### config.mk
export PLATFORM = sky130hd
export DESIGN_NAME = store_merge_unit_flat
export DESIGN_NICKNAME = d
export VERILOG_FILES = /design/src/rtl/store_merge_unit_pkg.sv /design/src/rtl/store_merge_unit_if.sv /design/src/rtl/store_lane_merge.sv /design/src/rtl/store_merge_unit.sv /design/src/flat_wrapper.sv
export SDC_FILE = /design/constraint.sdc
export NUM_CORES = 1
export LEC_CHECK = 0
export ABC_CLOCK_PERIOD_IN_PS = 1950
export BUFFER_PORTS_ARGS = -buffer_cell sky130_fd_sc_hd__buf_2
export CAP_MARGIN = 15
export CORE_ASPECT_RATIO = 0.9
export CORE_MARGIN = 2
export CORE_UTILIZATION = 49
export CTS_CLUSTER_DIAMETER = 60
export DETAILED_ROUTE_END_ITERATION = 8
export PLACE_DENSITY = 0.77
export SLEW_MARGIN = 20
export SYNTH_ARGS = -nofsm -noshare
export SYNTH_HDL_FRONTEND = slang
export SYNTH_HIERARCHICAL = 1
export SYNTH_SLANG_ARGS = --single-unit
### constraint.sdc
create_clock -name clk -period 1.95 [get_ports clk]
set_input_delay 0.195 -clock clk [delete_from_list [all_inputs] [get_ports clk]]
set_output_delay 0.195 -clock clk [all_outputs]
set_load 0.005 [all_outputs]
### src/rtl/store_merge_unit_pkg.sv
// -----------------------------------------------------------------------------
// store_merge_unit_pkg
// Shared definitions for the store merge unit and the load data splitter:
// size codes, FSM state encoding and small size-decode helpers.
// -----------------------------------------------------------------------------
package store_merge_unit_pkg;

  localparam logic [2:0] SZ_WORD   = 3'b000;
  localparam logic [2:0] SZ_HALF_S = 3'b001;
  localparam logic [2:0] SZ_HALF_U = 3'b010;
  localparam logic [2:0] SZ_BYTE_S = 3'b011;
  localparam logic [2:0] SZ_BYTE_U = 3'b100;

  typedef enum logic [2:0] {
    ST_IDLE  = 3'd0,
    ST_READ  = 3'd1,
    ST_WAIT  = 3'd2,
    ST_WRITE = 3'd3,
    ST_DONE  = 3'd4
  } sm_state_e;

  function automatic logic size_is_half(input logic [2:0] sz);
    return (sz == SZ_HALF_S) || (sz == SZ_HALF_U);
  endfunction

  function automatic logic size_is_illegal(input logic [2:0] sz);
    return sz > SZ_BYTE_U;
  endfunction

endpackage

### src/rtl/store_merge_unit_if.sv
// -----------------------------------------------------------------------------
// store_merge_unit_if
// Store request handshake plus word-only data memory port.
//   slave  : the store merge unit side (accepts requests, drives memory)
//   master : the pipeline / memory side (issues requests, returns read data)
// Signals: req_valid/req_ready/req_addr/req_data/req_size, mem_addr/mem_re/
// mem_rdata/mem_we/mem_wdata, done/err.
// -----------------------------------------------------------------------------
interface store_merge_unit_if #(
  parameter int ADDR_W = 32
);
  logic              req_valid;
  logic              req_ready;
  logic [ADDR_W-1:0] req_addr;
  logic [31:0]       req_data;
  logic [2:0]        req_size;
  logic [ADDR_W-1:0] mem_addr;
  logic              mem_re;
  logic [31:0]       mem_rdata;
  logic              mem_we;
  logic [31:0]       mem_wdata;
  logic              done;
  logic              err;

  modport slave (
    input  req_valid, req_addr, req_data, req_size, mem_rdata,
    output req_ready, mem_addr, mem_re, mem_we, mem_wdata, done, err
  );

  modport master (
    output req_valid, req_addr, req_data, req_size, mem_rdata,
    input  req_ready, mem_addr, mem_re, mem_we, mem_wdata, done, err
  );
endinterface

### src/rtl/store_lane_merge.sv
// -----------------------------------------------------------------------------
// store_lane_merge
// Combinational lane merge for sub-word stores.
// Ports:
//   old_word_i  : word read back from memory
//   new_data_i  : store data (low bits used for sub-word sizes)
//   size_i      : size code
//   addr_lo_i   : byte address bits [1:0]
//   merged_o    : word to write back
// Half-words select their lane with addr[1] only; addr[0] is ignored here.
// -----------------------------------------------------------------------------
module store_lane_merge
  import store_merge_unit_pkg::*;
(
  input  logic [31:0] old_word_i,
  input  logic [31:0] new_data_i,
  input  logic [2:0]  size_i,
  input  logic [1:0]  addr_lo_i,
  output logic [31:0] merged_o
);

  always_comb begin
    merged_o = old_word_i;
    unique case (size_i)
      SZ_WORD: merged_o = new_data_i;
      SZ_HALF_S, SZ_HALF_U: begin
        if (addr_lo_i[1]) merged_o[31:16] = new_data_i[15:0];
        else              merged_o[15:0]  = new_data_i[15:0];
      end
      SZ_BYTE_S, SZ_BYTE_U: begin
        unique case (addr_lo_i)
          2'd0: merged_o[7:0]   = new_data_i[7:0];
          2'd1: merged_o[15:8]  = new_data_i[7:0];
          2'd2: merged_o[23:16] = new_data_i[7:0];
          2'd3: merged_o[31:24] = new_data_i[7:0];
          default: ;
        endcase
      end
      default: ;
    endcase
  end

endmodule

### src/rtl/store_merge_unit.sv
// -----------------------------------------------------------------------------
// store_merge_unit
// Writes store requests to a word-only memory. Word stores are written
// directly; half-word and byte stores read the containing word, merge the new
// lanes and write it back. req_ready holds the pipeline until done.
// Ports:
//   clk  : clock (rising edge)
//   rst  : synchronous active-high reset
//   bus  : store_merge_unit_if.slave (request handshake + memory port)
// Optional build macro: STORE_MERGE_ALIGN_CHECK_EN rejects misaligned
// half-word and word stores with err instead of ignoring the low bits.
//
// state    | meaning
// ---------+--------------------------------------------------------------
// ST_IDLE  | req_ready high, waiting for a request
// ST_READ  | mem_re high, reading the containing word
// ST_WAIT  | mem_rdata valid, merged into the write register at the edge
// ST_WRITE | mem_we high with the merged (or raw word) data
// ST_DONE  | done pulse, err reports rejection
// -----------------------------------------------------------------------------
module store_merge_unit
  import store_merge_unit_pkg::*;
#(
  parameter int ADDR_W = 32
) (
  input  logic           clk,
  input  logic           rst,
  store_merge_unit_if.slave bus
);

  sm_state_e         state_q, state_d;
  logic [1:0]        addr_lo_q, addr_lo_d;
  logic [31:0]       data_q, data_d;
  logic [2:0]        size_q, size_d;
  logic              err_q, err_d;
  logic [ADDR_W-1:0] mem_addr_q, mem_addr_d;
  logic [31:0]       mem_wdata_q, mem_wdata_d;

  logic              accept;
  logic              req_err;
  logic [31:0]       merged;

  store_lane_merge u_merge (
    .old_word_i (bus.mem_rdata),
    .new_data_i (data_q),
    .size_i     (size_q),
    .addr_lo_i  (addr_lo_q),
    .merged_o   (merged)
  );

  assign accept = bus.req_valid && bus.req_ready;

`ifdef STORE_MERGE_ALIGN_CHECK_EN
  assign req_err = size_is_illegal(bus.req_size)
                || (size_is_half(bus.req_size) && bus.req_addr[0])
                || ((bus.req_size == SZ_WORD) && (bus.req_addr[1:0] != 2'b00));
`else
  assign req_err = size_is_illegal(bus.req_size);
`endif

  always_comb begin
    state_d     = state_q;
    addr_lo_d   = addr_lo_q;
    data_d      = data_q;
    size_d      = size_q;
    err_d       = err_q;
    mem_addr_d  = mem_addr_q;
    mem_wdata_d = mem_wdata_q;
    unique case (state_q)
      ST_IDLE: begin
        if (accept) begin
          addr_lo_d = bus.req_addr[1:0];
          data_d    = bus.req_data;
          size_d    = bus.req_size;
          err_d     = req_err;
          if (req_err) begin
            // Rejected requests leave the memory-facing registers untouched.
            state_d = ST_DONE;
          end else begin
            mem_addr_d = {bus.req_addr[ADDR_W-1:2], 2'b00};
            if (bus.req_size == SZ_WORD) begin
              mem_wdata_d = bus.req_data;
              state_d     = ST_WRITE;
            end else begin
              state_d = ST_READ;
            end
          end
        end
      end
      ST_READ:  state_d = ST_WAIT;
      ST_WAIT: begin
        mem_wdata_d = merged;
        state_d     = ST_WRITE;
      end
      ST_WRITE: state_d = ST_DONE;
      ST_DONE:  state_d = ST_IDLE;
      default:  state_d = ST_IDLE;
    endcase
  end

  always_ff @(posedge clk) begin
    if (rst) begin
      state_q     <= ST_IDLE;
      addr_lo_q   <= '0;
      data_q      <= '0;
      size_q      <= '0;
      err_q       <= 1'b0;
      mem_addr_q  <= '0;
      mem_wdata_q <= '0;
    end else begin
      state_q     <= state_d;
      addr_lo_q   <= addr_lo_d;
      data_q      <= data_d;
      size_q      <= size_d;
      err_q       <= err_d;
      mem_addr_q  <= mem_addr_d;
      mem_wdata_q <= mem_wdata_d;
    end
  end

  // Strobes are masked by rst so an abort takes effect in the cycle reset
  // is raised: a pending write never reaches memory.
  assign bus.req_ready = (state_q == ST_IDLE)  && !rst;
  assign bus.mem_re    = (state_q == ST_READ)  && !rst;
  assign bus.mem_we    = (state_q == ST_WRITE) && !rst;
  assign bus.done      = (state_q == ST_DONE)  && !rst;
  assign bus.err       = (state_q == ST_DONE)  && err_q && !rst;
  assign bus.mem_addr  = mem_addr_q;
  assign bus.mem_wdata = mem_wdata_q;

endmodule

### src/flat_wrapper.sv
// flat-port wrapper written by rule: the top's interface ports become plain ports
module store_merge_unit_flat import store_merge_unit_pkg::*;
#(
  parameter int ADDR_W = 32
)
  (clk, rst, bus_req_valid, bus_req_addr, bus_req_data, bus_req_size, bus_mem_rdata, bus_req_ready, bus_mem_addr, bus_mem_re, bus_mem_we, bus_mem_wdata, bus_done, bus_err);
  store_merge_unit_if #(.ADDR_W(ADDR_W)) bus_i ();
  input  logic clk;
  input  logic rst;
  input wire logic [$bits(bus_i.req_valid)-1:0] bus_req_valid;
  input wire logic [$bits(bus_i.req_addr)-1:0] bus_req_addr;
  input wire logic [$bits(bus_i.req_data)-1:0] bus_req_data;
  input wire logic [$bits(bus_i.req_size)-1:0] bus_req_size;
  input wire logic [$bits(bus_i.mem_rdata)-1:0] bus_mem_rdata;
  output wire logic [$bits(bus_i.req_ready)-1:0] bus_req_ready;
  output wire logic [$bits(bus_i.mem_addr)-1:0] bus_mem_addr;
  output wire logic [$bits(bus_i.mem_re)-1:0] bus_mem_re;
  output wire logic [$bits(bus_i.mem_we)-1:0] bus_mem_we;
  output wire logic [$bits(bus_i.mem_wdata)-1:0] bus_mem_wdata;
  output wire logic [$bits(bus_i.done)-1:0] bus_done;
  output wire logic [$bits(bus_i.err)-1:0] bus_err;
  assign bus_i.req_valid = bus_req_valid;
  assign bus_i.req_addr = bus_req_addr;
  assign bus_i.req_data = bus_req_data;
  assign bus_i.req_size = bus_req_size;
  assign bus_i.mem_rdata = bus_mem_rdata;
  assign bus_req_ready = bus_i.req_ready;
  assign bus_mem_addr = bus_i.mem_addr;
  assign bus_mem_re = bus_i.mem_re;
  assign bus_mem_we = bus_i.mem_we;
  assign bus_mem_wdata = bus_i.mem_wdata;
  assign bus_done = bus_i.done;
  assign bus_err = bus_i.err;
  store_merge_unit #(.ADDR_W(ADDR_W)) u_core (.clk(clk), .rst(rst), .bus(bus_i));
endmodule
# Yosys cells after proc, flatten, opt, wreduce, memory -nomap -nowiden
# Index checks and enable logic that the tools add are counted.
# W data, S select, Z words.
[word_totals]
elab_cells = 56
register_bits = 103
out_inout_bits = 69
input_bits = 102
[op_classes]
n_reduce_logical = 18
bitwise_logic = 1
n_eq_ne = 14
magnitude_cmp = 1
mux = 15
[op_table]
columns = ["op", "count"]
rows = [
  ["$mux W32", 3],
  ["$pmux W32 S3", 1],
  ["$pmux W32 S2", 1],
  ["$mux W16", 2],
  ["$mux W8", 4],
  ["$eq A3 B2 Y1 const B", 4],
  ["$pmux W3 S4", 1],
  ["$logic_not A3 Y1", 3],
  ["$logic_and A1 B1 Y1", 7],
  ["$eq A3 B1 Y1 const B", 2],
  ["$eq A3 B3 Y1 const B", 2],
  ["$mux W3", 2],
  ["$eq A2 B2 Y1 const B", 2],
  ["$ne A2 B1 Y1 const B", 2],
  ["$reduce_and A4 Y1", 1],
  ["$reduce_or A2 Y1", 2],
  ["$gt A3 B3 Y1 const B", 1],
  ["$reduce_and A3 Y1", 1],
  ["$eq A2 B1 Y1 const B", 1],
  ["$logic_not A2 Y1", 1],
  ["$mux W2", 1],
  ["$ne A2 B2 Y1 const B", 1],
  ["$reduce_and A2 Y1", 1],
  ["$reduce_bool A2 Y1", 1],
  ["2 further kinds", 2],
]

# Longest topological paths before layout
# Gate-level depths: netlist (run 1).
[logic_depth]
ltp_word = 5
ltp_mapped = 10
mapped_depth_nobuf = 7

# Hierarchy
# The synthesis (run 1) kept the hierarchy.
[modules_own_cells]
columns = ["module", "seq_area_each_um2", "instances", "area_per_inst_um2", "cells_per_inst"]
rows = [
  ["store_merge_unit", 2062.0, 1, 4376.7, 493],
  ["store_lane_merge", 0.0, 1, 2422.3, 407],
]

# Least setup slack after synthesis (run 1)
# OpenSTA, ideal clock, no wires.
[synth_path]
path_type = "register -> register"
from = "reg u_core.addr_lo_q[1]"
to = "reg u_core.mem_wdata_q[15] (netlist: u_core/bus.mem_wdata[15])"
slack_ps = 94
arrival_ps = 1735
period_less_slack_ps = 1856
stages_incl_launch_ff = 10
path_buffers = 2
t_required_ps = 1828
setup_time_ps = 122
path_cell_list = "dfxtp_1 > buf_2 > nand2b_1 > clkbuf_1 > mux2i_1 > o22ai_1 > a32oi_1 > o21ai_0 > and2_1 > a221o_1"
[synth_via]
elab_chain_cells = 4
elab_cells_between_ends = 5
classes_between = "eq/ne (1); mux (4)"
[synth_lines]
columns = ["element", "line", "source"]
rows = [
  ["from (decl)", "store_merge_unit.sv:32", "logic [1:0] addr_lo_q, addr_lo_d;"],
  ["from (signal assigned)", "store_merge_unit.sv:112", "addr_lo_q <= addr_lo_d;"],
  ["$eq A2 B1 Y1", "store_lane_merge.sv:31", "unique case (addr_lo_i)"],
  ["$mux W8", "store_lane_merge.sv:31", ""],
  ["$pmux W32 S3 *", "store_lane_merge.sv:24", "unique case (size_i)"],
  ["named net u_core.merged[15]", "store_merge_unit.sv:41", "logic [31:0] merged;"],
  ["$pmux W32 S2 *", "store_merge_unit.sv:69", "unique case (state_q)"],
  ["to (signal assigned)", "store_merge_unit.sv:117", "mem_wdata_q <= mem_wdata_d;"],
  ["to (decl)", "store_merge_unit.sv:37", "logic [31:0] mem_wdata_q, mem_wdata_d;"],
]
# The timed path passes the listed nets; every way through them passes the cells marked *.
# A chain may end at the register's enable or synchronous reset.

# Worst setup path after layout (run 1)
[layout_path]
from = "reg u_core.addr_lo_q[1]"
to = "reg u_core.mem_wdata_q[20] (netlist: u_core/bus.mem_wdata[20])"
[layout_via]
elab_chain_cells = 4
elab_cells_between_ends = 5
classes_between = "eq/ne (1); mux (4)"
[layout_lines]
columns = ["element", "line"]
rows = [
  ["$eq A2 B2 Y1", "store_lane_merge.sv:31"],
  ["$mux W8", "store_lane_merge.sv:31"],
  ["$pmux W32 S3 *", "store_lane_merge.sv:24"],
  ["named net u_core.merged[20]", "store_merge_unit.sv:41"],
  ["$pmux W32 S2 *", "store_merge_unit.sv:69"],
]
# Marks and branches as above.

==> qor.yml, run 1 <==
critical_path:
  crit_path_frequent_cell: "nand2_1"
  critical_path.slowest_cell: "dfxtp_4"
  path_cells: "buf_4 -> buf_8 -> nand2b_1 -> nand2_1 -> mux2_2 -> nand2_1 -> a311oi_1 -> and2_1 -> a221o_1"
  cp_slowest_stage_delay_ns: 0.39
  critPathArrivalTime_ns: 2.20
  crit_type: "flip-flop to flip-flop"
  critPathMaxFanout: 12
  startpoint_type: "flip-flop"
  crit_buf_inv: 2
  required_ns: 2.19
  crit_family: "simple AND/OR/NAND/NOR gates"
  endpoint_kind: "flip-flop"
power:
  leakagePower_uw: 0.00387
  power-per-cell-area_nw_per_um2: 772
  vdd_drop_max_v: 0.000558
logic_synthesis:
  syn_area_per_cell_um2: 7.55
  ys_async_sr_fraction: 0
  synthSimpleGateAreaFrac: 0.268
  synth_top_family_by_area: "compound AO/OA/AOI/OAI gates"
  ys_ff_latch: 103
  synth_area_um2: 6800
  synth_area_leaders: "dfxtp_1, o21ai_0, nand2_1"
  yosys_warnings: 6
  synthAdderAreaFrac: 0
  synth_top_area_frac: 0.303
  synth-edff-count: 0
  synthMuxAreaShare: 0.0241
  yosysTopAreaCell: "dfxtp_1"
  seq_area_frac_synth: 0.303
  yosysUniqueCellTypes: 66
  synth_ff_type: "dfxtp_1"
  synth_xor_area_frac: 0.00368
  synthCells: 900
  synth_compound_area_frac: 0.322
placed_design:
  placed_cell_area_um2: 8150
  hpwl_um: 17900
  port_buffers: 168
  gp_congestion: 0.993
clocking:
  cts_max_level: 3
  tritoncts: "built"
  cts_hold_buffers: 0
  numCtsBuffers: 9
  clockBufferDepth: 2
  insertion_delay_ns: 0.37
  cts_sinks: 103
  cts-root-buf: "clkbuf_16"
  clkTransAtPathRegs_ns: 0.08
floorplan:
  die_area_um2: 14800
  core_um2: 13500
  ios: 171
  die_w_um: 128
  fp.dieH_um: 116
  start_util: 0.505
  rows: 40
sta:
  finalCritPeriodShare: 1.00
  relSlewSlack: 0.390
  max_freq_ghz: 0.512
  finalHoldViolCount: 0
  setup_viol: 1
  clock_skew_ns: 0.0104
  min_period_ns: 1.95
  fin_ws_ns: -0.00307
  tightest_slew_ns: 0.915
  drv_slew: 0
  rsz0062_at_grt: "true"
  hold_ws_ns: 0.0461
finish:
  finalNetCount: 1172
  final_cell_mix: "buf_2, dfxtp_1, nand2_1"
  drive_gt1_frac: 0.306
  design_area_um2: 8650
  nFillCells: 1220
  area_growth_pct: 27.3
  diodes: 0
  final_common_cell: "buf_2"
flow_run:
  drv_cap: 0
grt:
  overflow: 0
  grt.total_usage: 0.336
  grt_pass1_wl_um: 39500
  grt_max_degree: 40
  grt_pass1_vias: 7527
  antenna_found_initial: 0
routing:
  routed_wl_um: 25100
  post_drt_wl_per_cell_um: 20.2
  initialDrtViolationCount: 862
  first_pass_iters: 5
  drc: 0
  vias: 8002
  ant_nets: 0
  viasPerCell: 6.44
hold_path:
  hold_path.class: "input port to flip-flop"
run_status:
  violations: "setup timing"
  status: "finished with violations"
-- where the power goes --
| part | internal [uW] | switching [uW] | total (uW) |
|---|---|---|---|
| Combinational | 1040 | 1310 | 2350 |
| Clock | 900 | 927 | 1830 |
| Sequential | 2290 | 213 | 2500 |
| Total | 4230 | 2450 | 6680 |
-- timing repair --
action,CTS,global route
resized for setup,5,39
endpoints found under the setup margin,17,30
setup buffers,0,7
pin swaps,8,11
-- path summary, 6_finish.rpt --
kind	to	start	depth (start not counted)	slack [ns]
max reg2reg	u_core/bus.mem_wdata[20]	u_core/addr_lo_q[1]	9	-0.003
min reg2reg	u_core/data_q[24]	u_core/data_q[24]	2	0.47
min	u_core/bus.mem_addr[26]	bus_req_addr[26]	3	0.05
max	u_core/bus.mem_wdata[20]	u_core/addr_lo_q[1]	9	-0.003
-- layer usage --
metal	vias to the layer above	wire (um)	GRT usage
met2	513	11700	0.537
met1	3727	9940	0.450
met4	0	796	0.118
li1	3706	-	-
met5	-	0	0
met3	56	2680	0.0757
-- flip-flops by register name (all words and copies together) (netlist names) --
name,flops
u_core/err_q,1
u_core/addr_lo_q,2
u_core/bus.mem_wdata,32
u_core/size_q,3
u_core/data_q,32
u_core/bus.mem_addr,30
u_core/state_q,3
-- metrics by stage --
step	total power, uW	worst slack, ns	TNS, ns	util	std cells
floorplan	3830	0.0937	0	-	901
global placement	4700	-0.0643	-0.264	0.605	1221
detailed placement	4720	-0.0441	-0.252	0.605	1221
CTS	6550	0.00314	0	0.628	1237
global route	6990	-0.0647	-0.385	0.643	1243
finish	6680	-0.00307	-0.00307	0.643	1243
-- cell families (layout without fill, tap and decap cells) --
kind of cell              count (synthesis)  after routing
and+or+nand+nor                         351            351
AOI/OAI and AO/OA                       317            317
buffers and inverters                   110            284
DFF                                     103            103
muxes                                    16             16
xor gates and xnor gates                  2              2
other                                     1              2
-- area by class of cell --
cell class | count | area (um^2) | area share
Clock buffer | 9 | 225 | 0.0260
Clock inverter | 7 | 67.6 | 0.00781
Inverter | 3 | 11.3 | 0.00130
Multi-Input combinational cell | 688 | 4350 | 0.503
Sequential cell | 103 | 2070 | 0.240
Tap cell | 168 | 210 | 0.0243
Timing Repair Buffer | 265 | 1710 | 0.198
-- Yosys cell counts, drive strengths merged, types with 8 or more instances --
master  count
a21o        8
a21oi      55
a221o      34
a221oi     11
a22oi       8
and2       34
and3       31
buf        46
clkbuf     61
dfxtp     103
mux2i      13
nand2      94
nand2b      8
nand3      43
nand4      30
nor2       61
nor2b      18
nor3       14
o21a       10
o21ai      88
o22ai      28
o311ai     30
-- worst min-delay path: cells and delay by family --
kind	cells	cell delay, ns
buffers and inverters	1	0.07
and+or+nand+nor	2	0.11
Note: power is estimated with default switching activity, not from simulation.
==> run 2: changes to the inputs <==
ABC_AREA = 1   (was not set)
CTS_BUF_LIST = sky130_fd_sc_hd__clkbuf_4 sky130_fd_sc_hd__clkbuf_8   (was not set)
PLACE_DENSITY = 0.79   (was 0.77)
==> run 2 against run 1 <==
Net effect:
- the flow now finishes without violations
- synthesized area down 9.3%
- non-clock buffer count down 33
- register-to-register slack gained 0.21 ns
==> qor.yml, run 2 <==
power:
  leakagePower_uw: 0.00401  # +3.6%
  p_total_uw: 5730  # -14%
  vdd_drop_max_v: 0.000529  # -5.3%
  power-per-cell-area_nw_per_um2: 742  # -3.9%
logic_synthesis:
  ys_ff_latch: 103  # unchanged
  yosys_warnings: 6  # unchanged
  synthCells: 1020  # +13%
  synth_ff_type: "dfxtp_1"
  synth_top_area_frac: 0.334  # +0.0311
  syn_area_per_cell_um2: 6.05  # -20%
  seq_area_frac_synth: 0.334  # +0.0311
  synthAdderAreaFrac: 0  # unchanged
  yosysTopAreaCell: "dfxtp_1"
  synth_area_leaders: "dfxtp_1, nand2_1, nand3_1"
  synth_xor_area_frac: 0  # -0.00368
  yosysUniqueCellTypes: 30  # -55%
  ys_async_sr_fraction: 0  # unchanged
  synthMuxAreaShare: 0  # -0.0241
  yosysMostFrequentCell: "nand2_1"
  synth-edff-count: 0  # unchanged
  synth_compound_area_frac: 0.0791  # -0.243
  synthSimpleGateAreaFrac: 0.470  # +0.202
  synth_top_family_by_area: "simple AND/OR/NAND/NOR gates"
  synth_common_cells: "nand2_1, nor2_1, dfxtp_1"
  synth_area_um2: 6170  # -9.3%
placed_design:
  port_buffers: 168  # unchanged
  hpwl_um: 14100  # -21%
  gp_congestion: 0.983  # -0.94%
critical_path:
  critPathArrivalTime_ns: 1.61  # -0.59 ns
  reg2reg_to: "u_core/bus.mem_wdata[13]"
  startpoint_type: "flip-flop"
  crit_type: "flip-flop to output pin"
  required_ns: 1.75  # -0.44 ns
  critPathMaxFanout: 36  # +24
  rr_worst_depth: 12  # +3
  r2r_slack_ns: 0.21  # +0.21 ns
  startpoint: "u_core/state_q[0]"
  crit_end: "bus_mem_re"
  r2r-start: "u_core/addr_lo_q[1]"
  endpoint_kind: "output pin"
floorplan:
  fp.dieH_um: 110  # -4.6%
  start_util: 0.507  # +0.00156
  die_w_um: 122  # -4.6%
  rows: 38  # -5.0%
  core_um2: 12200  # -9.6%
  die_area_um2: 13500  # -9.0%
  ios: 171  # unchanged
routing:
  post_drt_wl_per_cell_um: 15.5  # -23%
  vias: 7465  # -6.7%
  first_pass_iters: 7  # +2
  drc: 0  # unchanged
  viasPerCell: 5.51  # -14%
  routed_wl_um: 21000  # -16%
  ant_nets: 0  # unchanged
  initialDrtViolationCount: 735  # -15%
grt:
  grt_max_degree: 102  # +160%
  grt_pass1_vias: 7002  # -7.0%
  grt_pass1_wl_um: 33800  # -14%
  overflow: 0  # unchanged
  grt.total_usage: 0.312  # -0.0240
  antenna_found_initial: 1  # +1
sta:
  setup_viol: 0  # -1
  drv_slew: 0  # unchanged
  hold_ws_ns: 0.0114  # -0.0346 ns
  max_freq_ghz: 0.554  # +8.1%
  min_period_ns: 1.81  # -0.146 ns
  finalCritPeriodShare: 0.927  # -0.0751
  finalHoldViolCount: 0  # unchanged
  clock_skew_ns: 0.0199  # +0.00950 ns
clocking:
  cts_max_level: 3  # unchanged
  clkTransAtPathRegs_ns: 0.12  # +0.04 ns
  tritoncts: "built"
  cts-root-buf: "clkbuf_8"
  numCtsBuffers: 9  # unchanged
  insertion_delay_ns: 0.40  # +0.03 ns
  clockBufferDepth: 2  # unchanged
  cts_sinks: 103  # unchanged
run_status:
  status: "completed"
finish:
  final_common_cell: "nand2_1"
  finalNetCount: 1292  # +10%
  diodes: 0  # unchanged
  multi_input_area_um2: 3410  # -22%
  final-seq-area_um2: 2070  # -0.36%
  area_growth_pct: 25.2
  drive_gt1_frac: 0.201  # -0.105
  final_cell_mix: "nand2_1, buf_2, nor2_1"
  nFillCells: 1189  # -2.5%
flow_run:
  drv_cap: 0  # unchanged
hold_path:
  hold_path.class: "input port to flip-flop"
-- run 2: what timing repair did --
item	CTS	global route
setup endpoints to repair	0	6
hold buffers	36	0
endpoints found under the hold margin	36	0
buffers inserted	0	1
resized for setup	0	4
-- run 2: critical path, stage by stage (launching register included) --
cell     delay [ns]
dfxtp_1        0.41
inv_2          0.06
buf_4          0.27
nor4_1         0.29
buf_2          0.17
-- run 2: cells by family (layout without fill, tap and decap cells) --
group / count (synthesis) / in the layout
and+or+nand+nor: 664 / 664
buffers and inverters: 155 / 329
DFF: 103 / 103
AOI/OAI and AO/OA: 97 / 97
other: 1 / 2
-- run 2: cell type report --
| class | instances | share of cell area |
|---|---|---|
| multi-input combinational | 763 | 0.441 |
| clock buffer | 10 | 0.0178 |
| sequential | 103 | 0.268 |
| inverter | 81 | 0.0397 |
| timing repair buffer | 232 | 0.199 |
| clock inverter | 6 | 0.00875 |
| tap | 160 | 0.0259 |
-- run 2: stage by stage --
stage	area (um^2)	TNS (ns)	cells	util	setup WS, ns
after floorplan	6170	0	1021	-	0.539
after global placement	7120	0	1302	0.585	0.250
after detailed placement	7120	0	1302	0.585	0.200
after CTS	7690	0	1354	0.632	0.0346
after global routing	7720	-0.0109	1355	0.634	-0.0109
final	7720	0	1355	0.634	0.143
-- run 2: worst min-delay path by stage --
stage / from / end / cells past startpoint
floorplan: rst / u_core/state_q[1] / 1
global placement: bus_req_data[23] / u_core/data_q[23] / 3
detailed placement: bus_req_data[23] / u_core/data_q[23] / 3
CTS: bus_req_addr[23] / u_core/bus.mem_addr[23] / 3
global route: bus_req_addr[2] / u_core/bus.mem_addr[2] / 3
finish: bus_req_data[18] / u_core/data_q[18] / 3
-- run 2: routing by layer --
layer	up-vias	GRT usage	share of wire
met1	3360	0.389	0.38
met5	-	0	0.00048
met4	2	0.169	0.050
li1	3601	-	-
met3	74	0.0733	0.11
met2	428	0.493	0.46
-- run 2: report_power, final --
group	switching [uW]	internal, uW	leakage (uW)
combinational	1160	690	0.00306
sequential	150	2290	0.000844
clock	890	547	0.000106
total	2200	3530	0.00401
